<file path="src/rtl/store_align_buffer.sv">
// ---------------------------------------------------------------------------
// store_align_buffer
//
// Store-side alignment and write buffer for the MEM stage of the pipeline.
// Turns sb/sh/sw requests into lane-replicated write data plus byte enables,
// rejects misaligned or illegal requests, queues good stores in a small FIFO
// and drains that FIFO to data memory over a req/ack handshake. It also tells
// the hazard unit when a load in MEM hits a word that still has a pending
// store.
//
// Ports:
//   clk          system clock, all state updates on the rising edge
//   rst          synchronous active-high reset
//   st_valid     MEM stage presents a store this cycle
//   st_op        00 sb, 01 sh, 10 sw, 11 illegal
//   st_addr      byte address of the store
//   st_data      rs2 value (low byte/half used for sb/sh)
//   st_ready     buffer can accept a store (FIFO not full)
//   st_err       one-cycle pulse after an accepted misaligned/illegal store
//   ld_addr      byte address of the load currently in MEM
//   ld_conflict  some queued store targets the same word as ld_addr
//   busy         FIFO non-empty
//   dm_req       write request to data memory
//   dm_addr      word address of the request (bits [1:0] are zero)
//   dm_wdata     lane-aligned write data
//   dm_be        byte enables, bit i covers dm_wdata[8i+7:8i]
//   dm_ack       memory accepted the current request
// ---------------------------------------------------------------------------
module store_align_buffer #(
  parameter int DEPTH = 4,
  parameter int PTR_W = 2
) (
  input  logic        clk,
  input  logic        rst,
  input  logic        st_valid,
  input  logic [1:0]  st_op,
  input  logic [31:0] st_addr,
  input  logic [31:0] st_data,
  output logic        st_ready,
  output logic        st_err,
  input  logic [31:0] ld_addr,
  output logic        ld_conflict,
  output logic        busy,
  output logic        dm_req,
  output logic [31:0] dm_addr,
  output logic [31:0] dm_wdata,
  output logic [3:0]  dm_be,
  input  logic        dm_ack
);

  localparam logic [PTR_W:0] DEPTH_CNT = (PTR_W + 1)'(DEPTH);

  // FIFO storage: one word address, byte-enable and data field per entry
  logic [29:0] ent_addr [DEPTH];
  logic [3:0]  ent_be   [DEPTH];
  logic [31:0] ent_data [DEPTH];

  logic [PTR_W-1:0] wr_ptr;
  logic [PTR_W-1:0] rd_ptr;
  logic [PTR_W:0]   count;

  logic        full;
  logic        empty;
  logic        take;
  logic        push;
  logic        pop;
  logic        bad;
  logic [3:0]  new_be;
  logic [31:0] new_data;
  logic [1:0]  lane;
  logic        err_r;

  // Only the word part of the load address takes part in the comparison
  logic unused_ld_bits;
  assign unused_ld_bits = ^ld_addr[1:0];

  assign lane  = st_addr[1:0];
  assign full  = (count == DEPTH_CNT);
  assign empty = (count == (PTR_W + 1)'(0));

  // No bypass: a full FIFO refuses a store even when a pop lands in the same cycle
  assign st_ready = !full;
  assign busy     = !empty;
  assign dm_req   = !empty;
  assign st_err   = err_r;

  assign take = st_valid && st_ready;
  assign push = take && !bad;
  assign pop  = dm_req && dm_ack;

  // Lane mapping and alignment check for the incoming store
  always_comb begin
    bad      = 1'b0;
    new_be   = 4'b0000;
    new_data = 32'h0000_0000;
    case (st_op)
      2'b00: begin
        new_be   = 4'b0001 << lane;
        new_data = {4{st_data[7:0]}};
      end
      2'b01: begin
        if (lane[0]) begin
          bad = 1'b1;
        end else begin
          bad = 1'b0;
        end
        new_be   = lane[1] ? 4'b1100 : 4'b0011;
        new_data = {2{st_data[15:0]}};
      end
      2'b10: begin
        if (lane != 2'b00) begin
          bad = 1'b1;
        end else begin
          bad = 1'b0;
        end
        new_be   = 4'b1111;
        new_data = st_data;
      end
      default: begin
        bad = 1'b1;
      end
    endcase
  end

  // Head entry drives the memory port; zeros whenever the FIFO is empty
  always_comb begin
    if (empty) begin
      dm_addr  = 32'h0000_0000;
      dm_wdata = 32'h0000_0000;
      dm_be    = 4'b0000;
    end else begin
      dm_addr  = {ent_addr[rd_ptr], 2'b00};
      dm_wdata = ent_data[rd_ptr];
      dm_be    = ent_be[rd_ptr];
    end
  end

  // Word-match of the load against every live entry (head included even if
  // it is being acked; a store being accepted this cycle is not yet live)
  always_comb begin
    logic [PTR_W-1:0] offset;
    ld_conflict = 1'b0;
    offset      = '0;
    for (int i = 0; i < DEPTH; i++) begin
      offset = PTR_W'(i) - rd_ptr;
      if (({1'b0, offset} < count) && (ent_addr[i] == ld_addr[31:2])) begin
        ld_conflict = 1'b1;
      end else begin
        ld_conflict = ld_conflict;
      end
    end
  end

  // Pointers, occupancy counter and error pulse
  always_ff @(posedge clk) begin
    if (rst) begin
      wr_ptr <= '0;
      rd_ptr <= '0;
      count  <= '0;
      err_r  <= 1'b0;
    end else begin
      err_r <= take && bad;
      if (push) begin
        wr_ptr <= wr_ptr + PTR_W'(1);
      end
      if (pop) begin
        rd_ptr <= rd_ptr + PTR_W'(1);
      end
      case ({push, pop})
        2'b10:   count <= count + (PTR_W + 1)'(1);
        2'b01:   count <= count - (PTR_W + 1)'(1);
        default: count <= count;
      endcase
    end
  end

  // Entry storage; written only on a good push
  always_ff @(posedge clk) begin
    if (rst) begin
      for (int i = 0; i < DEPTH; i++) begin
        ent_addr[i] <= 30'h0000_0000;
        ent_be[i]   <= 4'b0000;
        ent_data[i] <= 32'h0000_0000;
      end
    end else if (push) begin
      ent_addr[wr_ptr] <= st_addr[31:2];
      ent_be[wr_ptr]   <= new_be;
      ent_data[wr_ptr] <= new_data;
    end
  end

endmodule

</file>
<file path="config.mk">
export PLATFORM = sky130hd
export DESIGN_NAME = store_align_buffer
export DESIGN_NICKNAME = d
export VERILOG_FILES = /design/src/rtl/store_align_buffer.sv
export SDC_FILE = /design/constraint.sdc
export NUM_CORES = 1
export LEC_CHECK = 0
export CAP_MARGIN = 10
export CORE_UTILIZATION = 50
export CTS_CLUSTER_DIAMETER = 150
export DETAILED_ROUTE_END_ITERATION = 10
export GPL_ROUTABILITY_DRIVEN = 0
export GPL_TIMING_DRIVEN = 0
export PLACE_DENSITY = 0.73
export RECOVER_POWER = 100
export SLEW_MARGIN = 20
export SYNTH_ARGS = -nofsm -noshare
export SYNTH_HDL_FRONTEND = slang
export SYNTH_SLANG_ARGS = --single-unit
</file>
<file path="constraint.sdc">
create_clock -name clk -period 5.1 [get_ports clk]
set_input_delay 1.02 -clock clk [delete_from_list [all_inputs] [get_ports clk]]
set_output_delay 1.02 -clock clk [all_outputs]
set_load 0.05 [all_outputs]
</file>
==> run_results.csv, run 1 <==
group,metric,value,unit
outcome,outcome,"finished, violations left",
outcome,violations,"capacitance limit, slew limit",
drt,drt-initial-drc-count,850,
timing,setup_violations,0,
drt,drc_errors,0,
grt,antenna_found_initial,1,
clock_tree,cts_setup_buffers,0,
timing,slew_headroom,-31.6,%
grt,grt_use_total,27.4,%
drt,ant_nets,0,
drt,num_vias,9460,
synth,yosysUniqueCellTypes,40,
finish,instances_no_fill,1652,
clock_tree,cts_tree,"done",
placed_design,placed_cells,1597,
clock_tree,clock_latency,0.55,ns
placed_design,hpwlAfterDp,26800,um
floorplan,chipHeight,168,um
timing,period_needed,4.93,ns
grt,grt_pass1_wl,56800,um
power_and_ir_drop,p_total,7.45,mW
critical_path,arrival,3.91,ns
synth,seq_area_frac_synth,58.7,%
drt,vias_per_cell,5.73,
synth,synth-seq-cells,274,
drt,wirelength,38100,um
critical_path,critPathLaunchType,"input port",
synth,syn_inst,1081,
timing,finClkSkew,0.00870,ns
clock_tree,clk_path_buf_depth,3,
timing,rsz0062_at_grt,"no",
critical_path,worstSetupPathType,"in2out",
grt,grt_max_degree,39,
floorplan,core_area,0.0270,mm^2
grt,overflow,0,
finish,drive_gt1_share,10.6,%
critical_path,cp_max_fo,4,
floorplan,ios,175,
timing,fmax,0.203,GHz
timing,final.period_utilization,96.6,%
critical_path,cp-end-kind,"output port",
placed_design,pre_cts_ws,0.291,ns
power_and_ir_drop,p_leak,6.60,nW
clock_tree,cts_resized,0,
critical_path,critPathRequiredTime,4.08,ns
hold_path,hp-class,"reg2reg",
grt,first_global_vias,9529,
clock_tree,root_buffer,"clkbuf_16",
floorplan,die_x,168,um
timing,setup_ws,0.171,ns
clock_tree,cts_sinks,274,
clock_tree,ctsHoldBuffers,0,
placed_design,port_buffers,170,
finish,syn_to_final_growth,22.8,%
clock_tree,cts_buffers,29,
power_and_ir_drop,vdd_drop_max,0.000299,V
floorplan,rows,60,
job,cap_violations,3,
finish,nets,1395,
floorplan,start_util,51.2,%
clock_tree,path_clk_slew,0.06,ns
drt,drt_pre_antenna_iters,5,
synth,syn_avg_cell_area,12.8,um^2
floorplan,die-area,0.0284,mm^2
timing,drv_slew,71,
synth,synth_area,0.0138,mm^2
clock_tree,htreeDepth,1,
drt,routedWlPerCell,23.1,um
timing,final-hold-violation-count,0,
power_and_ir_drop,p_per_area,438,mW/mm^2
timing,worst_slew_pin_slew,1.97,ns
synth,yosysWarnings,0,
registers in the layout, summed over array words and instances, names as in the netlist, named ones only:
signal    flops
st_err        1
ent_be       16
ent_addr    120
count         3
rd_ptr        2
ent_data    128
wr_ptr        2
critical path, cell delays in order:
cell	delay (ns)
clkdlybuf4s50_1	0.63
xor2_1	0.20
nor4_1	0.50
nand4_1	0.14
a2111oi_0	0.40
or4_1	0.21
clkdlybuf4s50_1	0.81
routing by layer:
layer  vias to the layer above  GRT usage (%)  routed length [um]
met3                        73           4.04                3330
met2                       485           46.3               18600
met5                         -              0                   0
met1                      4684           36.6               14900
met4                         0           8.70                1190
li1                       4218              -                   -
cells by family (layout without fill, tap and decap cells):
| logic type | after synthesis | count (layout) | synth area share, % |
|---|---|---|---|
| compound gates | 61 | 61 | 2.45 |
| xor+xnor | 127 | 127 | 8.03 |
| fa+ha+maj | 6 | 6 | 0.596 |
| buf+inv | 123 | 351 | 3.68 |
| flops | 274 | 274 | 58.7 |
| mux | 67 | 67 | 10.8 |
| other cells | 1 | 3 | 0.0271 |
| simple gates | 422 | 422 | 15.7 |
placed cells by master, fill, tap and decap left out, types with 5 or more instances in the layout:
cell	instances
edfxtp_1	264
nor2_1	131
and2_1	101
xor2_1	98
clkdlybuf4s50_1	98
dlygate4sd3_1	72
mux4_2	66
inv_1	63
nand2_1	60
clkbuf_1	53
a21oi_1	33
xnor2_1	29
clkbuf_16	29
and2_0	27
nor4_1	22
o21ai_0	17
and3_1	16
nor2b_1	13
nand2b_1	12
nand4_1	10
nor2_2	10
dfxtp_1	10
buf_2	7
clkinv_2	7
nor3_1	6
o21a_1	5
ha_1	5
cell type report:
| type | instances | area [um^2] |
|---|---|---|
| Clock buffer | 36 | 782 |
| Tap cell | 341 | 427 |
| Clock inverter | 18 | 194 |
| Multi-Input combinational cell | 685 | 5210 |
| Antenna cell | 1 | 2.50 |
| Inverter | 63 | 236 |
| Timing Repair Buffer | 174 | 1790 |
| Buffer | 60 | 245 |
| Fill cell | 2098 | 10000 |
| Sequential cell | 274 | 8130 |
synthesized netlist by cell type:
cell type	count	share of area, %
edfxtp_1	264	57
nor2_1	131	3.6
and2_1	128	5.8
xor2_1	98	6.2
mux4_2	66	11
inv_1	63	1.7
nand2_1	60	1.6
clkbuf_1	36	0.98
a21oi_1	33	1.2
xnor2_1	29	1.8
nor4_1	22	0.99
o21ai_0	17	0.61
and3_1	16	0.72
nand2b_1	14	0.63
nor2b_1	13	0.59
buf_2	12	0.43
dfxtp_1	10	1.4
nand4_1	10	0.45
nor2_2	10	0.45
clkbuf_2	5	0.18
ha_1	5	0.45
o21a_1	5	0.27
a2111oi_0	4	0.25
nand3_1	4	0.14
nor3_1	4	0.14
buf_4	3	0.16
or3_1	3	0.14
buf_1	2	0.054
buf_6	2	0.16
nor3b_1	2	0.11
a21o_1	1	0.054
conb_1	1	0.027
fa_1	1	0.14
mux2i_1	1	0.072
nor3_2	1	0.072
nor3_4	1	0.12
o22a_1	1	0.063
or3_4	1	0.081
or3b_2	1	0.063
or4_1	1	0.054
through the flow:
stage	util, %	hold WS, ns	setup TNS [ns]	instance area [um^2]
after floorplan	-	0.487	0	13900
after global placement	59.1	0.506	-279.61	16000
after detailed placement	59.6	0.530	0	16100
after CTS	63.2	0.540	0	17100
after global routing	62.9	0.569	0	17000
final	62.9	0.539	0	17000
power breakdown:
group	leakage (nW)	switching [mW]	internal (mW)
Clock	0.479	0.868	1.29
Combinational	3.31	1.69	0.919
Sequential	2.82	0.0748	2.62
Total	6.60	2.63	4.83
path summary, 6_finish.rpt:
| kind | startpoint | to | slack [ns] | cells after the start |
|---|---|---|---|---|
| hold reg to reg | count[2]$_SDFFE_PP0P_ | count[2]$_SDFFE_PP0P_ | 0.54 | 2 |
| setup reg to reg | count[0]$_SDFFE_PP0P_ | ent_data[1][27]$_SDFFCE_PN0P_ | 1.01 | 7 |
| hold / removal | count[2]$_SDFFE_PP0P_ | count[2]$_SDFFE_PP0P_ | 0.54 | 2 |
| setup / recovery | ld_addr[21] | ld_conflict | 0.17 | 7 |
Note: power is estimated with default switching activity, not from simulation.
==> inputs of run 2 (changes only) <==
GPL_TIMING_DRIVEN = not set   (was 0)
==> run_results.csv, run 2 (synthesis gave the netlist of run 1 again) <==
group,metric,value,unit
outcome,outcome,"finished, violations left",
outcome,violations,"capacitance limit, slew limit",
timing,final.period_utilization,90.6,%
timing,setup_violations,0,
floorplan,die_x,168,um
power_and_ir_drop,power_frac_seq,38.0,%
timing,period_needed,4.62,ns
grt,grt_pass1_wl,54400,um
finish,instances_no_fill,1604,
finish,largest_reg_flops,128,
placed_design,hpwlAfterDp,23900,um
grt,grt_max_degree,57,
finish,final_util,61.9,%
power_and_ir_drop,p_per_area,432,mW/mm^2
clock_tree,clock_latency,0.54,ns
clock_tree,root_buffer,"clkbuf_16",
power_and_ir_drop,power.share.clock,27.6,%
finish,final_common_cell,"edfxtp_1",
floorplan,ios,175,
drt,num_vias,9189,
grt,antenna_found_initial,0,
floorplan,rows,60,
drt,routedWlPerCell,22.6,um
timing,final-hold-violation-count,0,
finish,nets,1349,
finish,diodes,0,
placed_design,port_buffers,170,
critical_path,worstSetupPathType,"in2reg",
drt,drt_pre_antenna_iters,7,
timing,drv_slew,169,
power_and_ir_drop,p_sw_share,35.4,%
clock_tree,clk_path_buf_depth,3,
timing,slew_headroom,-57.5,%
drt,wirelength,36200,um
finish,layout_common_cells,"edfxtp_1, nor2_1, clkdlybuf4s50_1",
timing,finClkSkew,0.00589,ns
timing,setup_tns,0,ns
placed_design,postPlaceCellArea,0.0160,mm^2
critical_path,critPathLaunchType,"input port",
placed_design,placed_cells,1551,
clock_tree,ctsHoldBuffers,0,
drt,ant_nets,0,
power_and_ir_drop,pwr-share-comb,34.3,%
critical_path,cp_max_fo,21,
finish,reg.largest.list,"ent_data: 128 flops, ent_addr: 120 flops, ent_be: 16 flops",
finish,regMostFlops,"ent_data",
grt,grt_use_total,25.8,%
grt,overflow,0,
drt,drc_errors,0,
critical_path,crit_chain,"dlygate4sd3_1 > o21a_1 > o22a_1 > or3_1 > or3_1 > nand2b_1 > buf_4",
critical_path,critPathSlowestCell,"nand2b_1",
clock_tree,cts_setup_buffers,0,
power_and_ir_drop,vdd_drop_max,0.000299,V
critical_path,arrival,4.85,ns
clock_tree,htreeDepth,1,
finish,drive_gt1_share,10.6,%
clock_tree,cts_resized,0,
critical_path,cp-end-kind,"register",
timing,worst_slew_pin_slew,2.36,ns
drt,drt-initial-drc-count,864,
timing,rsz0062_at_grt,"no",
clock_tree,cts_tree,"done",
grt,first_global_vias,9046,
clock_tree,path_clk_slew,0.06,ns
critical_path,cp_common_cell,"or3_1",
clock_tree,cts_buffers,29,
power_and_ir_drop,p_leak,6.47,nW
floorplan,core_area,0.0270,mm^2
timing,fmax,0.216,GHz
job,cap_violations,5,
power_and_ir_drop,internal-power,4.67,mW
floorplan,chipHeight,168,um
floorplan,start_util,51.2,%
power_and_ir_drop,p_total,7.23,mW
critical_path,critPathRequiredTime,5.33,ns
hold_path,hp-class,"reg2reg",
finish,syn_to_final_growth,20.9,%
power_and_ir_drop,power.switching,2.56,mW
critical_path,critical-path-max-stage-delay,1.15,ns
clock_tree,cts_sinks,274,
finish,final_area,0.0167,mm^2
floorplan,die-area,0.0284,mm^2
drt,vias_per_cell,5.73,
[run 2: changes by cell type in the layout (fill, tap and decap cells not counted), moves of 3 or more]
cell	delta
clkbuf_1	-38
buf_2	-7
buf_4	+6
and2_0	+4
and2_1	-4
buf_12	+3
buf_16	-3
clkbuf_8	-3
clkinv_2	-3
[run 2: path summary, 6_finish.rpt]
check                                   to  slack [ns]  cells after the start                  start
min                  count[2]$_SDFFE_PP0P_        0.54                      2  count[2]$_SDFFE_PP0P_
min reg2reg          count[2]$_SDFFE_PP0P_        0.54                      2  count[2]$_SDFFE_PP0P_
max reg2reg  ent_addr[0][14]$_SDFFCE_PN0P_        1.16                      6  count[2]$_SDFFE_PP0P_
max          ent_addr[0][14]$_SDFFCE_PN0P_        0.48                      7               st_op[1]
[run 2: power by group through the flow]
stage               sequential (mW)  combinational [mW]  clock (mW)
floorplan                      2.73                1.76           0
global placement               2.79                2.57           0
detailed placement             2.80                2.58           0
CTS                            2.75                2.59        2.00
global route                   2.77                2.62        2.11
finish                         2.75                2.48        2.00
[run 2: metrics by stage]
| step | hold WS (ns) | setup WS, ns |
|---|---|---|
| global placement | 0.511 | 0.882 |
| floorplan | 0.487 | 0.865 |
| finish | 0.538 | 0.480 |
| CTS | 0.544 | 0.854 |
| global route | 0.591 | 0.349 |
| detailed placement | 0.536 | 0.868 |
[run 2: cell type report]
class | instances | area (um^2)
Fill cell | 2110 | 10300
Sequential cell | 274 | 8130
Multi-Input combinational cell | 685 | 5210
Timing Repair Buffer | 188 | 1850
Clock buffer | 39 | 763
Tap cell | 341 | 427
Inverter | 63 | 236
Clock inverter | 14 | 124
[run 2: routing by layer]
metal / share of wire (%) / up-vias / wire (um) / GRT usage, %
met5: 0 / - / 0 / 0
met4: 1.7 / 0 / 614 / 5.45
met3: 8.2 / 46 / 2950 / 2.87
met2: 50 / 435 / 18000 / 43.7
met1: 40 / 4587 / 14600 / 36.1
li1: - / 4121 / - / -
[run 2: worst max-delay path: cells and delay by family]
family / cells / cell delay (ns)
buffers and inverters: 2 / 1.02
AOI/OAI and AO/OA: 2 / 0.41
and+or+nand+nor: 3 / 2.39
==> inputs of run 3 (changes only) <==
MAX_ROUTING_LAYER = met4   (was not set)
==> run_results.csv, run 3 (synthesis gave the netlist of run 1 again) <==
group,metric,value,unit
drt,routedWlPerCell,22.5,um
critical_path,critPathRequiredTime,5.33,ns
clock_tree,clk_path_buf_depth,3,
clock_tree,clock_latency,0.54,ns
floorplan,die-area,0.0284,mm^2
outcome,violations,"capacitance limit, slew limit",
placed_design,placed_cells,1551,
critical_path,cp-startpoint,"st_op[1]",
grt,first_global_vias,9040,
drt,vias_per_cell,5.71,
critical_path,worstSetupPathType,"in2reg",
clock_tree,cts_tree,"done",
drt,drc_errors,0,
timing,final-hold-violation-count,0,
timing,fmax,0.217,GHz
finish,regMostFlops,"ent_data",
grt,antenna_found_initial,0,
drt,num_vias,9164,
floorplan,core_area,0.0270,mm^2
floorplan,ios,175,
timing,slew_headroom,-55.2,%
clock_tree,path_clk_slew,0.06,ns
finish,instances_no_fill,1604,
placed_design,postPlaceCellArea,0.0160,mm^2
finish,final_area,0.0167,mm^2
placed_design,hpwlAfterDp,23900,um
hold_path,hold_start,"count[2]$_SDFFE_PP0P_",
timing,rsz0062_at_grt,"no",
outcome,outcome,"finished, violations left",
clock_tree,cts_buffers,29,
timing,worst_slew_pin_slew,2.33,ns
drt,ant_nets,0,
clock_tree,cts_sinks,274,
finish,reg.largest.list,"ent_data: 128 flops, ent_addr: 120 flops, ent_be: 16 flops",
timing,setup_tns,0,ns
power_and_ir_drop,p_leak,6.47,nW
drt,drt_pre_antenna_iters,5,
placed_design,port_buffers,170,
timing,drv_slew,169,
floorplan,start_util,51.2,%
finish,syn_to_final_growth,20.9,%
drt,drt-initial-drc-count,880,
finish,drive_gt1_share,10.6,%
finish,largest_reg_flops,128,
grt,overflow,0,
floorplan,rows,60,
grt,grt_max_degree,57,
power_and_ir_drop,p_per_area,432,mW/mm^2
finish,nets,1349,
power_and_ir_drop,vdd_drop_max,0.000300,V
floorplan,die_x,168,um
critical_path,arrival,4.85,ns
critical_path,cp-end-kind,"register",
critical_path,critPathLaunchType,"input port",
floorplan,chipHeight,168,um
critical_path,r2r_start,"count[2]$_SDFFE_PP0P_",
timing,finClkSkew,0.00996,ns
timing,setup_violations,0,
clock_tree,ctsHoldBuffers,0,
finish,final_util,61.9,%
grt,grt_use_total,26.6,%
job,cap_violations,5,
clock_tree,htreeDepth,1,
finish,final_common_cell,"edfxtp_1",
finish,diodes,0,
grt,grt_pass1_wl,54400,um
timing,final.period_utilization,90.5,%
timing,period_needed,4.62,ns
finish,layout_common_cells,"edfxtp_1, nor2_1, clkdlybuf4s50_1",
clock_tree,root_buffer,"clkbuf_16",
clock_tree,cts_setup_buffers,0,
critical_path,cp_max_fo,21,
drt,wirelength,36100,um
clock_tree,cts_resized,0,
hold_path,hp-class,"reg2reg",
-- run 3: cell types whose count changed in the layout (fill, tap and decap cells not counted) --
cell    change
and2_0      -1
and2_1      +1
-- run 3: final timing paths --
check,end,slack (ns),cells past startpoint
setup / recovery,ent_addr[0][12]$_SDFFCE_PN0P_,0.48,7
hold / removal,count[2]$_SDFFE_PP0P_,0.54,2
setup reg to reg,ent_addr[0][12]$_SDFFCE_PN0P_,1.15,6
hold reg to reg,count[2]$_SDFFE_PP0P_,0.54,2
-- run 3: cell type report --
type | count | area (um^2)
tap | 341 | 427
clock buffer | 39 | 763
fill | 2110 | 10300
multi-input combinational | 685 | 5210
timing repair buffer | 188 | 1850
clock inverter | 14 | 124
inverter | 63 | 236
sequential | 274 | 8130
-- run 3: routing by layer --
metal	GRT usage (%)	up-vias	routed length, um
met5	-	-	0
met4	4.66	0	482
met3	2.66	39	2890
met2	44.1	434	18200
met1	36.2	4569	14600
li1	-	4122	-
-- run 3: critical path: stages --
cell and delay, ns:
dlygate4sd3_1 0.62, o21a_1 0.14, o22a_1 0.27, or3_1 0.50, or3_1 0.74, nand2b_1 1.15, buf_4 0.40
-- run 3: metrics by stage --
step	hold WS, ns	setup slack (ns)	total power, mW
after floorplan	0.487	0.865	4.49
after global placement	0.511	0.882	5.37
final	0.538	0.484	7.23
after CTS	0.544	0.854	7.35
after detailed placement	0.536	0.868	5.38
after global routing	0.591	0.343	7.49
-- run 3: power by group --
group          internal [mW]  leakage, nW  switching [mW]
clock                   1.15        0.430           0.854
sequential              2.62         2.82           0.127
combinational          0.899         3.23            1.58
